**config.mk**
```make
export PLATFORM = sky130hd
export DESIGN_NAME = uart_tx_fifo
export DESIGN_NICKNAME = d
export VERILOG_FILES = /design/src/rtl/uart_tx_fifo.sv
export SDC_FILE = /design/constraint.sdc
export NUM_CORES = 1
export LEC_CHECK = 0
export CORE_ASPECT_RATIO = 0.5
export CORE_MARGIN = 4
export CORE_UTILIZATION = 60
export DETAILED_ROUTE_END_ITERATION = 12
export HOLD_SLACK_MARGIN = 0.1
export PLACE_DENSITY = 0.79
export SLEW_MARGIN = 40
export SYNTH_ARGS = -nofsm -noshare
export SYNTH_HDL_FRONTEND = slang
export SYNTH_SLANG_ARGS = --single-unit
export TNS_END_PERCENT = 50
```
**constraint.sdc**
```tcl
create_clock -name clk_i -period 5.9 [get_ports clk_i]
set_input_delay 1.77 -clock clk_i [delete_from_list [all_inputs] [get_ports clk_i]]
set_output_delay 1.77 -clock clk_i [all_outputs]
set_load 0.01 [all_outputs]
```
**src/rtl/uart_tx_fifo.sv**
```systemverilog
// rtl/uart_tx_fifo.sv - buffered UART transmitter with a stream-fed word FIFO
//
// uart_tx_fifo
//   clk_i         system clock
//   rst_i         synchronous active-high reset
//   div_i         clocks per bit (0 and 1 behave as 2), sampled at frame load
//   dat_i         word to transmit
//   valid_i       dat_i is valid; accepted on edges where ready_o is high
//   ready_o       FIFO can accept a word (not full)
//   uart_tx       serial line, idle high
//   busy_o        a frame is in progress
//   fifo_count_o  words waiting in the FIFO, excluding the word in flight
//
// uart_tx_fifo_buf
//   clk, rst                  clock, synchronous active-high reset
//   s_tdata/s_tvalid/s_tready write side
//   m_tdata/m_tvalid/m_tready read side (m_tdata is the head word)
//   count                     number of stored words

module uart_tx_fifo_buf #(
  parameter int WIDTH = 8,
  parameter int DEPTH = 16
) (
  input  logic                         clk,
  input  logic                         rst,
  input  logic [WIDTH-1:0]             s_tdata,
  input  logic                         s_tvalid,
  output logic                         s_tready,
  output logic [WIDTH-1:0]             m_tdata,
  output logic                         m_tvalid,
  input  logic                         m_tready,
  output logic [$clog2(DEPTH+1)-1:0]   count
);

  localparam int AW = (DEPTH > 1) ? $clog2(DEPTH) : 1;
  localparam int CW = $clog2(DEPTH + 1);

  logic [WIDTH-1:0] mem [DEPTH];
  logic [AW-1:0]    wr_ptr;
  logic [AW-1:0]    rd_ptr;
  logic [CW-1:0]    count_q;
  logic             push;
  logic             pop;

  // Full is taken from the registered count only, so a pop in the same
  // cycle never opens a slot early.
  assign s_tready = (count_q != CW'(DEPTH));
  assign m_tvalid = (count_q != '0);
  assign m_tdata  = mem[rd_ptr];
  assign count    = count_q;
  assign push     = s_tvalid && s_tready;
  assign pop      = m_tvalid && m_tready;

  // DEPTH is a power of two, so the pointers wrap by natural overflow.
  always_ff @(posedge clk) begin
    if (rst) begin
      wr_ptr  <= '0;
      rd_ptr  <= '0;
      count_q <= '0;
    end else begin
      if (push) wr_ptr <= wr_ptr + 1'b1;
      if (pop)  rd_ptr <= rd_ptr + 1'b1;
      case ({push, pop})
        2'b10:   count_q <= count_q + 1'b1;
        2'b01:   count_q <= count_q - 1'b1;
        default: count_q <= count_q;
      endcase
    end
  end

  // Storage needs no reset: the count decides which entries are live.
  always_ff @(posedge clk) begin
    if (push) mem[wr_ptr] <= s_tdata;
  end

endmodule

module uart_tx_fifo #(
  parameter int DAT_WIDTH  = 8,
  parameter int PARITY     = 0,
  parameter int STOP_BITS  = 1,
  parameter int FIFO_DEPTH = 16,
  parameter int DIV_WIDTH  = 16
) (
  input  logic                             clk_i,
  input  logic                             rst_i,
  input  logic [DIV_WIDTH-1:0]             div_i,
  input  logic [DAT_WIDTH-1:0]             dat_i,
  input  logic                             valid_i,
  output logic                             ready_o,
  output logic                             uart_tx,
  output logic                             busy_o,
  output logic [$clog2(FIFO_DEPTH+1)-1:0]  fifo_count_o
);

  localparam int BW = $clog2(DAT_WIDTH + 1);
  localparam logic [BW-1:0]        LAST_BIT  = BW'(DAT_WIDTH - 1);
  localparam logic [BW-1:0]        LAST_STOP = BW'(STOP_BITS - 1);
  localparam logic [DIV_WIDTH-1:0] DIV_MIN   = DIV_WIDTH'(2);

  typedef enum logic [2:0] {
    IDLE,
    START,
    DATA,
    PAR,
    STOP
  } state_t;

  state_t                 state;
  logic [DAT_WIDTH-1:0]   shreg;
  logic                   par_q;
  logic [DIV_WIDTH-1:0]   div_q;
  logic [DIV_WIDTH-1:0]   baud_cnt;
  logic [BW-1:0]          bit_cnt;

  logic [DAT_WIDTH-1:0]   fifo_data;
  logic                   fifo_valid;
  logic                   load;
  logic                   bit_end;
  logic [DIV_WIDTH-1:0]   div_eff;

  function automatic logic parity_of(input logic [DAT_WIDTH-1:0] d);
    // Even mode sends the XOR of the data bits, odd mode its inverse.
    return (PARITY == 1) ? ~(^d) : (^d);
  endfunction

  uart_tx_fifo_buf #(
    .WIDTH (DAT_WIDTH),
    .DEPTH (FIFO_DEPTH)
  ) u_buf (
    .clk      (clk_i),
    .rst      (rst_i),
    .s_tdata  (dat_i),
    .s_tvalid (valid_i),
    .s_tready (ready_o),
    .m_tdata  (fifo_data),
    .m_tvalid (fifo_valid),
    .m_tready (load),
    .count    (fifo_count_o)
  );

  assign div_eff = (div_i < DIV_MIN) ? DIV_MIN : div_i;
  assign bit_end = (baud_cnt == div_q - DIV_WIDTH'(1));

  // A word is loaded from IDLE, or on the final clock of the last stop bit
  // so consecutive frames run with no idle gap.
  assign load = fifo_valid &&
                ((state == IDLE) ||
                 ((state == STOP) && bit_end && (bit_cnt == LAST_STOP)));

  always_ff @(posedge clk_i) begin
    if (rst_i) begin
      state    <= IDLE;
      uart_tx  <= 1'b1;
      busy_o   <= 1'b0;
      shreg    <= '0;
      par_q    <= 1'b0;
      div_q    <= DIV_MIN;
      baud_cnt <= '0;
      bit_cnt  <= '0;
    end else if (load) begin
      state    <= START;
      uart_tx  <= 1'b0;
      busy_o   <= 1'b1;
      shreg    <= fifo_data;
      par_q    <= parity_of(fifo_data);
      div_q    <= div_eff;
      baud_cnt <= '0;
      bit_cnt  <= '0;
    end else begin
      case (state)
        IDLE: begin
          uart_tx <= 1'b1;
          busy_o  <= 1'b0;
        end

        START: begin
          if (bit_end) begin
            baud_cnt <= '0;
            bit_cnt  <= '0;
            state    <= DATA;
            uart_tx  <= shreg[0];
          end else begin
            baud_cnt <= baud_cnt + 1'b1;
          end
        end

        // shreg[0] is on the line; the next bit is presented from shreg[1]
        // while the register shifts down.
        DATA: begin
          if (bit_end) begin
            baud_cnt <= '0;
            if (bit_cnt == LAST_BIT) begin
              bit_cnt <= '0;
              if (PARITY != 0) begin
                state   <= PAR;
                uart_tx <= par_q;
              end else begin
                state   <= STOP;
                uart_tx <= 1'b1;
              end
            end else begin
              bit_cnt <= bit_cnt + 1'b1;
              shreg   <= shreg >> 1;
              uart_tx <= shreg[1];
            end
          end else begin
            baud_cnt <= baud_cnt + 1'b1;
          end
        end

        PAR: begin
          if (bit_end) begin
            baud_cnt <= '0;
            bit_cnt  <= '0;
            state    <= STOP;
            uart_tx  <= 1'b1;
          end else begin
            baud_cnt <= baud_cnt + 1'b1;
          end
        end

        // bit_cnt counts stop bits here.
        STOP: begin
          if (bit_end) begin
            baud_cnt <= '0;
            if (bit_cnt == LAST_STOP) begin
              bit_cnt <= '0;
              state   <= IDLE;
              busy_o  <= 1'b0;
              uart_tx <= 1'b1;
            end else begin
              bit_cnt <= bit_cnt + 1'b1;
            end
          end else begin
            baud_cnt <= baud_cnt + 1'b1;
          end
        end

        default: begin
          state   <= IDLE;
          busy_o  <= 1'b0;
          uart_tx <= 1'b1;
        end
      endcase
    end
  end

endmodule
```
# == Word level (Yosys, flattened, before mapping) ==
# Memories as Yosys holds them, arrays and structs flattened. A register that Yosys moved wholly into a read port is not among the register bits.
# Index checks and enable logic that the tools add are counted.
# totals
ff_bits,62
mem_bits_rw,128
input_bits,27
out_inout_bits,8
mem_count,1
# classes
addsub,7
order_cmp,1
eq_ne,25
muxes,37
bitwise_logic,1
n_reduce_logical,23
# mem_list
name,words,word_bits,rd,rd_clocked_by_memory_dff,wr,line,rtl
u_buf.mem,16,8,1,1,1,38,logic [WIDTH-1:0] mem [DEPTH];
# op_table
op,count
$mux 16,2
$mux 8,4
$mux 4,7
$mux 3,6
$add 16x1->16 const B,1
$eq 16x16->1,1
$lt 16x2->1 const B,1
$sub 16x1->16 const B,1
$ne 3x2->1 const B,5
$pmux 3 s5,1
$reduce_and 7->1,2
$mux 1,13
$add 4x1->4 const B,3
$pmux 4 s3,1
$ne 2x1->1 const B,5
$ne 2x2->1 const B,5
$pmux 5 s2,1
$eq 3x2->1 const B,2
$reduce_and 3->1,2
$reduce_bool 2->1,3
$add 5x1->5 const B,1
$logic_and 1x1->1,5
$ne 5x5->1 const B,1
$reduce_and 5->1,1
other kinds (19),20

# == Logic depth before layout (Yosys ltp) ==
# Gate-level depths: netlist of the first run.
# depth
depth_word,9
ltp_mapped,18
ltp_nobuf,17

# == By module ==
# Synthesis of the first run repeated with hierarchy kept, for this count alone.
# unflattened
hier_cells,633
hier_area_um2,8565.7
# modules_own_cells
module,n_inst,cells_per_inst,area_per_inst_um2,seq_area_each_um2
uart_tx_fifo_buf,1,295,5729.2,4184.0
uart_tx_fifo,1,338,2836.5,980.9

# == Worst setup path after synthesis of the first run ==
# Ideal clock, no wire load.
# synth_timing
path_kind,flip-flop to flip-flop
from,register div_q[0]
to,register u_buf.count_q[4] (netlist: u_buf.count[4])
setup_time_ns,0.070
arrival_time_ns,4.240
t_required_ns,5.830
path_slack_ns,1.589
path_stages_with_launch,17
n_path_buf,1
synth_period_minus_slack_ns,4.311
path_cell_list,dfxtp_1 inv_1 ha_1 or4b_1 or4_1 a311o_1 or4_1 and2_4 inv_2 buf_2 ha_1 ha_1 a21o_1 a21oi_1 xor2_1 or3_1 a21oi_1
# synth_via
elab_chain_len,9
# synth_lines
element,line,rtl
start: declaration,112,logic [DIV_WIDTH-1:0] div_q;
start signal: assignment,167,div_q <= div_eff;
$sub 16x1->16 (*),143,assign bit_end = (baud_cnt == div_q - DIV_WIDTH'(1));
$eq 16x16->1 (*),143,
$logic_and 1x1->1 (*) (2 in series),149,((state == STOP) && bit_end && (bit_cnt == LAST_STOP)));
$logic_or 1x1->1 (*),148,((state == IDLE) ||
$logic_and 1x1->1 (*),147,assign load = fifo_valid &&
net load,118,logic load;
$logic_and 1x1->1 (*),52,assign pop = m_tvalid && m_tready;
$eq 2x1->1 or $eq 2x2->1 (tied branches),63,"case ({push, pop})"
$pmux 5 s2 or $reduce_bool 2->1 (tied branches),n/a,
end signal: assignment,64,2'b10: count_q <= count_q + 1'b1;
end signal: assignment,65,2'b01: count_q <= count_q - 1'b1;
end signal: assignment,66,default: count_q <= count_q;
end: declaration,41,logic [CW-1:0] count_q;
# The timed path passes the listed nets; every way through them passes the cells marked *.
# A chain may end at the register's enable or synchronous reset.

# == Final worst setup path of the first run ==
# layout_timing
from,register div_q[0]
to,register u_buf.count_q[4] (netlist: u_buf.count[4])
# layout_via
elab_chain_len,9
# layout_lines
element,line
$sub 16x1->16 (*),143
$eq 16x16->1 (*),143
$logic_and 1x1->1 (*) (2 in series),149
$logic_or 1x1->1 (*),148
$logic_and 1x1->1 (*),147
$logic_and 1x1->1 (*),52
$eq 2x1->1 or $eq 2x2->1 (tied branches),63
$pmux 5 s2 or $reduce_bool 2->1 (tied branches),n/a
# Every way passes the cells marked *; elsewhere a longest branch is shown, timed or not.

==> results.py, run 1 <==
metrics = {
    "critical_path": {
        "r2r_setup_slack_ps": 1380,
        "slowest_stage": "or4_1",
        "worstSetupPathType": "register to register",
        "reg2reg_depth": 15,
        "r2r_start": "div_q[0]$_SDFFE_PP0N_",
        "r2r-end": "u_buf.count[4]$_SDFFE_PP0P_",
        "crit_chain": "inv_1 -> ha_1 -> or4b_1 -> or4_1 -> a311o_1 -> or4_1 -> and2_4 -> inv_2 -> ha_1 -> ha_1 -> a21o_1 -> a21oi_1 -> xor2_1 -> or3_1 -> a21oi_1",
        "slowest_delay_ps": 580,
        "cp-start-kind": "register",
        "required_ps": 6260,
        "cpMostUsedCell": "ha_1",
        "worstPathArrival_ps": 4890,
        "cp-end-kind": "register",
        "crit_fanout": 29,
    },
    "yosys": {
        "syn_nets": 671,
        "synth-main-ff-cell": "edfxtp_1",
        "synth_edf_count": 128,
        "syn_area_per_cell_um2": 13.4,
        "ys_top_cells_by_area": "edfxtp_1 (46%), dfxtp_1 (16%), mux4_2 (11%)",
        "synth-async-reset-ratio_pct": 0,
        "yosysWarnings": 0,
        "yosysUniqueCellTypes": 62,
        "ys_seq_elements": 194,
        "synth_top_family_by_area": "simple AND/OR/NAND/NOR gates",
        "synthCells": 630,
        "syn_area_um2": 8430,
        "synth_top_area_cell": "edfxtp_1",
        "yosys.area_share.simple_pct": 12.0,
        "synth_xor_area_share_pct": 4.67,
        "seq_area_frac_synth_pct": 61.2,
        "synth_top_area_share_pct": 45.6,
        "synth.area.mux_share_pct": 11.3,
        "synthAdderAreaFrac_pct": 2.17,
        "synth-compound-area-share_pct": 6.23,
    },
    "clock_network": {
        "cts_buffers": 17,
        "cts_hold_buffers": 0,
        "htree_levels": 4,
        "cts_tree": "built",
        "clkTransAtPathRegs_ps": 80,
        "clockBufferDepth": 2,
        "root_buffer": "clkbuf_16",
        "clock_latency_ps": 430,
        "cts_resized": 0,
        "cts_setup_buffers": 0,
        "numClockSinks": 194,
    },
    "sta": {
        "setup_tns_ps": 0,
        "fmax_mhz": 221,
        "fin_crit_sh_pct": 76.7,
        "min_period_ps": 4520,
        "fin_skew_ps": 11.6,
        "relSlewSlack_pct": 44.6,
        "fin_ws_ps": 1380,
        "final-setup-viol-count": 0,
        "grt_setup_unrepaired": "no",
        "hold_viol": 0,
        "slew_violations": 0,
        "worstMarginPinSlew_ps": 828,
    },
    "power": {
        "combPwrFrac_pct": 31.3,
        "powerDensity_nw_per_um2": 447,
        "switchingPower_w": 0.00146,
        "netSwitchingFraction_pct": 34.4,
        "p_seq_share_pct": 41.1,
        "p_int_w": 0.00279,
        "clockPowerShare_pct": 27.6,
        "ir_drop_v": 0.000236,
        "power_leakage_nw": 3.12,
    },
    "outcome": {
        "status": "complete, no violations",
    },
    "place": {
        "place.port_buffers": 34,
        "gp_congestion": 0.864,
        "dp_slack_ps": 1430,
        "dpl.hpwl_mm": 11.3,
        "place_area_um2": 8910,
    },
    "global_routing": {
        "grt_pass1_vias": 5051,
        "grt_pass1_wl_mm": 27.7,
        "track_usage_pct": 22.5,
        "antenna_found_initial": 0,
        "grt_max_degree": 53,
        "overflow": 0,
    },
    "die": {
        "design.portCount": 35,
        "fp-row-count": 30,
        "die_h_um": 91.8,
        "core_um2": 13700,
        "dieWidth_um": 176,
        "dieArea_um2": 16100,
        "initial_core_util_pct": 61.7,
    },
    "worst_hold_path": {
        "min_path_type": "register to register",
        "holdCritStartpoint": "div_q[15]$_SDFFE_PP0N_",
        "hold-path-endpoint": "div_q[15]$_SDFFE_PP0N_",
        "whs_path_depth": 2,
    },
    "routing": {
        "wl_mm": 17.4,
        "wl_per_cell_um": 20.3,
        "drt_iter0_markers": 386,
        "drt-pass1-iter-count": 4,
        "drc": 0,
        "vias": 5176,
        "antenna_left": 0,
        "viasPerCell": 6.03,
    },
    "cells_and_area": {
        "nNetsFinal": 695,
        "ff_latch_area_um2": 5170,
        "area_delta_synth_final_pct": 13.0,
        "final_layout_size_suffix_gt1_share_pct": 14.8,
        "multiInputGateArea_um2": 3080,
        "fill_cells": 924,
        "stdcell_area_um2": 9530,
        "diodes": 0,
    },
    "run": {
        "drv_cap": 0,
    },
}
## worst max-delay path, delay by kind of cell, from the launching register on
kind	cells	cell delay [ps]
simple gates	5	2150
buf+inv	2	180
xor+xnor	1	90
fa+ha+maj	3	810
flops	1	360
compound gates	4	860
## final cells by class
class	count	share of cell area, %
Multi-Input combinational cell	388	32.4
Tap cell	192	2.52
Inverter	13	0.512
Sequential cell	194	54.2
Clock inverter	14	1.85
Timing Repair Buffer	40	4.02
Clock buffer	18	4.50
## routing by layer
metal	share of wire, %	vias to the layer above	track usage (%)
met5	0	-	0
met4	1.3	0	5.90
met3	6.2	20	5.72
met2	49	169	36.3
met1	43	2572	30.9
li1	-	2415	-
## metrics by stage
step | utilization, % | std cells | power (W) | hold slack, ps
after floorplan | - | 630 | 0.00279 | 447
after detailed placement | 65.2 | 827 | 0.00311 | 463
final | 69.7 | 859 | 0.00426 | 474
after global routing | 69.7 | 859 | 0.00450 | 493
after CTS | 69.6 | 859 | 0.00428 | 477
after global placement | 65.2 | 827 | 0.00307 | 457
## worst max-delay path by stage
stage                          start                     endpoint  slack [ps]  depth (start not counted)
6_report       div_q[0]$_SDFFE_PP0N_  u_buf.count[4]$_SDFFE_PP0P_        1380                         15
5_1_grt        div_q[0]$_SDFFE_PP0N_  u_buf.count[4]$_SDFFE_PP0P_        1080                         15
4_1_cts        div_q[0]$_SDFFE_PP0N_  u_buf.count[4]$_SDFFE_PP0P_        1400                         15
3_5_place_dp   div_q[0]$_SDFFE_PP0N_  u_buf.count[4]$_SDFFE_PP0P_        1430                         15
3_3_place_gp   div_q[0]$_SDFFE_PP0N_  u_buf.count[4]$_SDFFE_PP0P_        1540                         15
2_1_floorplan  div_q[0]$_SDFFE_PP0N_  u_buf.count[4]$_SDFFE_PP0P_        1590                         16
## synthesized netlist by cell type (all sizes together), types with 3 or more instances
master,n
buf,16
nand2b,7
xor2,20
ha,13
nand2,51
dfxtp,66
nor4b,3
a22oi,4
a21oi,36
xnor2,25
a211oi,8
mux2i,4
nor3,22
o21ai,10
inv,13
nor2b,3
nor4,8
a31oi,4
and2,5
nor2,60
nand3,16
edfxtp,128
or3,4
nand4,8
clkbuf,19
or4,8
mux4,40
## state kept, by name, summed over array words and instances, names as in the netlist, named ones only
register	cells
u_buf.mem	128
baud_cnt	16
div_q	16
shreg	8
u_buf.count	5
bit_cnt	4
u_buf.rd_ptr	4
u_buf.wr_ptr	4
state	3
busy_o	1
uart_tx	1
## layout by cell type (no fill, tap or decap), types with 2 or more instances in the layout
cell type        Yosys  final
nor3_1              22     22
nor2b_1              3      3
a21o_1               2      2
inv_8                0      4
clkinv_4             0      3
mux2i_1              4      4
o21ai_0             10     10
and3_1               2      2
a22oi_1              4      4
nor4_1               7      7
nor2_2               0      7
or4_1                5      5
or4_4                3      3
nand2b_1             7      7
nand2_1             50     50
nor2_1              60     53
nand4_1              8      8
dfxtp_2              0      2
xnor2_1             25     25
nand3_1             16     16
a31oi_1              4      4
clkbuf_16            0     17
edfxtp_1           128    128
ha_1                13     13
mux4_2              40     40
a21boi_0             2      2
or3_1                4      4
dfxtp_1             66     64
inv_6                0      3
and2_1               3      3
buf_4                0      7
a211oi_1             7      7
a21oi_1             36     36
clkdlybuf4s50_1      0     33
nor4b_1              2      2
xor2_1              20     20
a41oi_1              2      2
clkinv_8             0      2
inv_1               12     12
## power groups by stage
stage / clock [W] / sequential (W) / combinational [W]
3_5_place_dp: 0 / 0.00178 / 0.00133
2_1_floorplan: 0 / 0.00170 / 0.00109
6_report: 0.00117 / 0.00175 / 0.00133
4_1_cts: 0.00119 / 0.00175 / 0.00134
3_3_place_gp: 0 / 0.00177 / 0.00130
5_1_grt: 0.00126 / 0.00177 / 0.00147
## cell families (layout without fill, tap and decap cells)
kind of cell	count (synthesis)	in the layout
AND/OR/NAND/NOR	203	203
flip-flops	194	194
AO/OA/AOI/OAI	81	81
buffers and inverters	48	85
XOR/XNOR	45	45
multiplexers	45	45
adder cells (fa/ha/maj)	14	14
(Power assumes the default switching activity.)
==> run 2: changes to the inputs <==
==> constraint.sdc (replaced) <==
create_clock -name clk_i -period 4.4 [get_ports clk_i]
set_input_delay 1.32 -clock clk_i [delete_from_list [all_inputs] [get_ports clk_i]]
set_output_delay 1.32 -clock clk_i [all_outputs]
set_load 0.01 [all_outputs]
==> run 2 against run 1 <==
Effect of this change:
- worst hold slack got worse by 0.50 ps
- cell count rose by 0.70%
- total power increased by 35%
- global-route usage increased by 1.2 points
- largest power group unchanged
- highest routed layer unchanged
==> results.py, run 2 (synthesis results as in run 1) <==
metrics = {
    "sta": {
        "final-setup-viol-count": 0,
        "relSlewSlack_pct": 45.0,
        "fmax_mhz": 238,
        "setup_tns_ps": 0,
        "fin_crit_sh_pct": 95.5,
        "fin_skew_ps": 17.1,
        "min_period_ps": 4200,
        "slew_violations": 0,
        "worstMarginPinSlew_ps": 822,
        "hold_viol": 0,
    },
    "clock_network": {
        "numClockSinks": 194,
        "root_buffer": "clkbuf_16",
        "clockBufferDepth": 2,
        "cts_hold_buffers": 0,
        "htree_levels": 4,
        "cts_buffers": 17,
        "cts_setup_buffers": 0,
        "clock_latency_ps": 430,
        "clkTransAtPathRegs_ps": 70,
        "cts_tree": "built",
    },
    "routing": {
        "antenna_left": 0,
        "drt_iter0_markers": 508,
        "vias": 5277,
        "wl_mm": 18.1,
        "viasPerCell": 6.10,
        "drc": 0,
        "drt-pass1-iter-count": 5,
        "wl_per_cell_um": 20.9,
    },
    "power": {
        "powerDensity_nw_per_um2": 602,
        "power_leakage_nw": 3.14,
        "clockPowerShare_pct": 26.2,
        "p_int_w": 0.00374,
        "netSwitchingFraction_pct": 35.0,
        "p_seq_share_pct": 40.7,
        "switchingPower_w": 0.00202,
        "combPwrFrac_pct": 33.1,
        "ir_drop_v": 0.000416,
    },
    "cells_and_area": {
        "largestRegisters": "u_buf.mem: 128 flops, baud_cnt: 16 flops, div_q: 16 flops",
        "largest_reg_flops": 128,
        "largest_register": "u_buf.mem",
        "final_common_cell": "edfxtp_1",
        "finalNonFillerCells": 865,
        "nNetsFinal": 702,
        "area_delta_synth_final_pct": 13.3,
        "fill_cells": 903,
        "utilization_pct": 70.0,
        "diodes": 0,
        "mostFrequentLayoutCells": "edfxtp_1 (128), dfxtp_1 (65), nor2_1 (57), nand2_1 (50), mux4_2 (40)",
        "final_layout_size_suffix_gt1_share_pct": 15.5,
    },
    "run": {
        "drv_cap": 0,
    },
    "worst_hold_path": {
        "min_path_type": "register to register",
    },
    "place": {
        "place.port_buffers": 34,
        "dpl.hpwl_mm": 11.8,
        "gp_congestion": 0.884,
        "dp_cells": 834,
    },
    "critical_path": {
        "worstSetupPathType": "register to register",
        "worstPathArrival_ps": 4550,
        "cp-end-kind": "register",
        "cp-start-kind": "register",
        "required_ps": 4750,
        "crit_fanout": 5,
    },
    "die": {
        "dieWidth_um": 176,
        "core_um2": 13700,
        "fp-row-count": 30,
        "die_h_um": 91.8,
        "dieArea_um2": 16100,
        "design.portCount": 35,
        "initial_core_util_pct": 61.7,
    },
    "global_routing": {
        "grt_pass1_vias": 5218,
        "grt_pass1_wl_mm": 29.1,
        "grt_max_degree": 34,
        "overflow": 0,
        "track_usage_pct": 23.6,
        "antenna_found_initial": 0,
    },
    "outcome": {
        "status": "complete, no violations",
    },
}
==> run 2: cell count changes in the layout (fill, tap and decap cells not counted), moves of 2 or more <==
cell and delta:
ha_1 -2, nor2_1 +4, buf_4 +6, nor2_2 -4, inv_8 +2
==> run 2: path summary, 6_finish.rpt <==
path	depth (start not counted)	slack, ps	end	startpoint
max	15	200	u_buf.count[4]$_SDFFE_PP0P_	div_q[0]$_SDFFE_PP0N_
min	2	470	div_q[15]$_SDFFE_PP0N_	div_q[15]$_SDFFE_PP0N_
max reg2reg	15	200	u_buf.count[4]$_SDFFE_PP0P_	div_q[0]$_SDFFE_PP0N_
min reg2reg	2	470	div_q[15]$_SDFFE_PP0N_	div_q[15]$_SDFFE_PP0N_
==> run 2: routing by layer <==
| layer | vias to the layer above | routed length [µm] | part of all wire (%) | GRT usage (%) |
|---|---|---|---|---|
| li1 | 2429 | - | - | - |
| met1 | 2616 | 7850 | 43 | 32.6 |
| met2 | 215 | 8930 | 49 | 39.0 |
| met3 | 17 | 1120 | 6.2 | 5.02 |
| met4 | 0 | 192 | 1.1 | 5.90 |
| met5 | - | 0 | 0 | 0 |
==> run 2: critical path, cell delays in order, from the launching register on <==
cell	delay, ps
dfxtp_1	350
inv_1	90
ha_2	230
or4b_4	510
or4_1	560
a311o_1	360
or4_1	430
and2_4	160
inv_2	70
ha_4	160
ha_1	270
a21o_1	190
a21oi_1	170
xor2_1	100
or3_1	310
a21oi_1	150
==> run 2: layout make-up <==
class / count / area [µm²] / share of cell area [%]
clock inverters: 14 / 153 / 1.60
flip-flops and latches: 194 / 5170 / 54.0
inverters: 13 / 48.8 / 0.510
repair buffers: 47 / 433 / 4.53
well taps: 192 / 240 / 2.51
clock buffers: 17 / 425 / 4.45
multi-input cells: 388 / 3090 / 32.4
==> run 2: power by group through the flow <==
| stage | registers (W) | clock network (W) | logic, W |
|---|---|---|---|
| floorplan | 0.00228 | 0 | 0.00146 |
| global placement | 0.00237 | 0 | 0.00178 |
| detailed placement | 0.00238 | 0 | 0.00183 |
| CTS | 0.00234 | 0.00152 | 0.00187 |
| global route | 0.00238 | 0.00161 | 0.00209 |
| finish | 0.00235 | 0.00151 | 0.00191 |
==> run 2: stage by stage <==
stage	worst slack (ps)	cell area (µm²)	hold slack [ps]	total power (W)
5_1_grt	-27.7	9560	497	0.00608
2_1_floorplan	89.1	8430	447	0.00374
3_3_place_gp	157	8950	456	0.00416
4_1_cts	14.6	9530	477	0.00573
6_report	196	9560	473	0.00576
3_5_place_dp	49.4	8950	461	0.00421
==> run 2: timing repair <==
action                                  in CTS  in global routing
gates resized for setup                      0                  4
endpoints found under the setup margin       0                  2
hold endpoints to repair                     0                  0
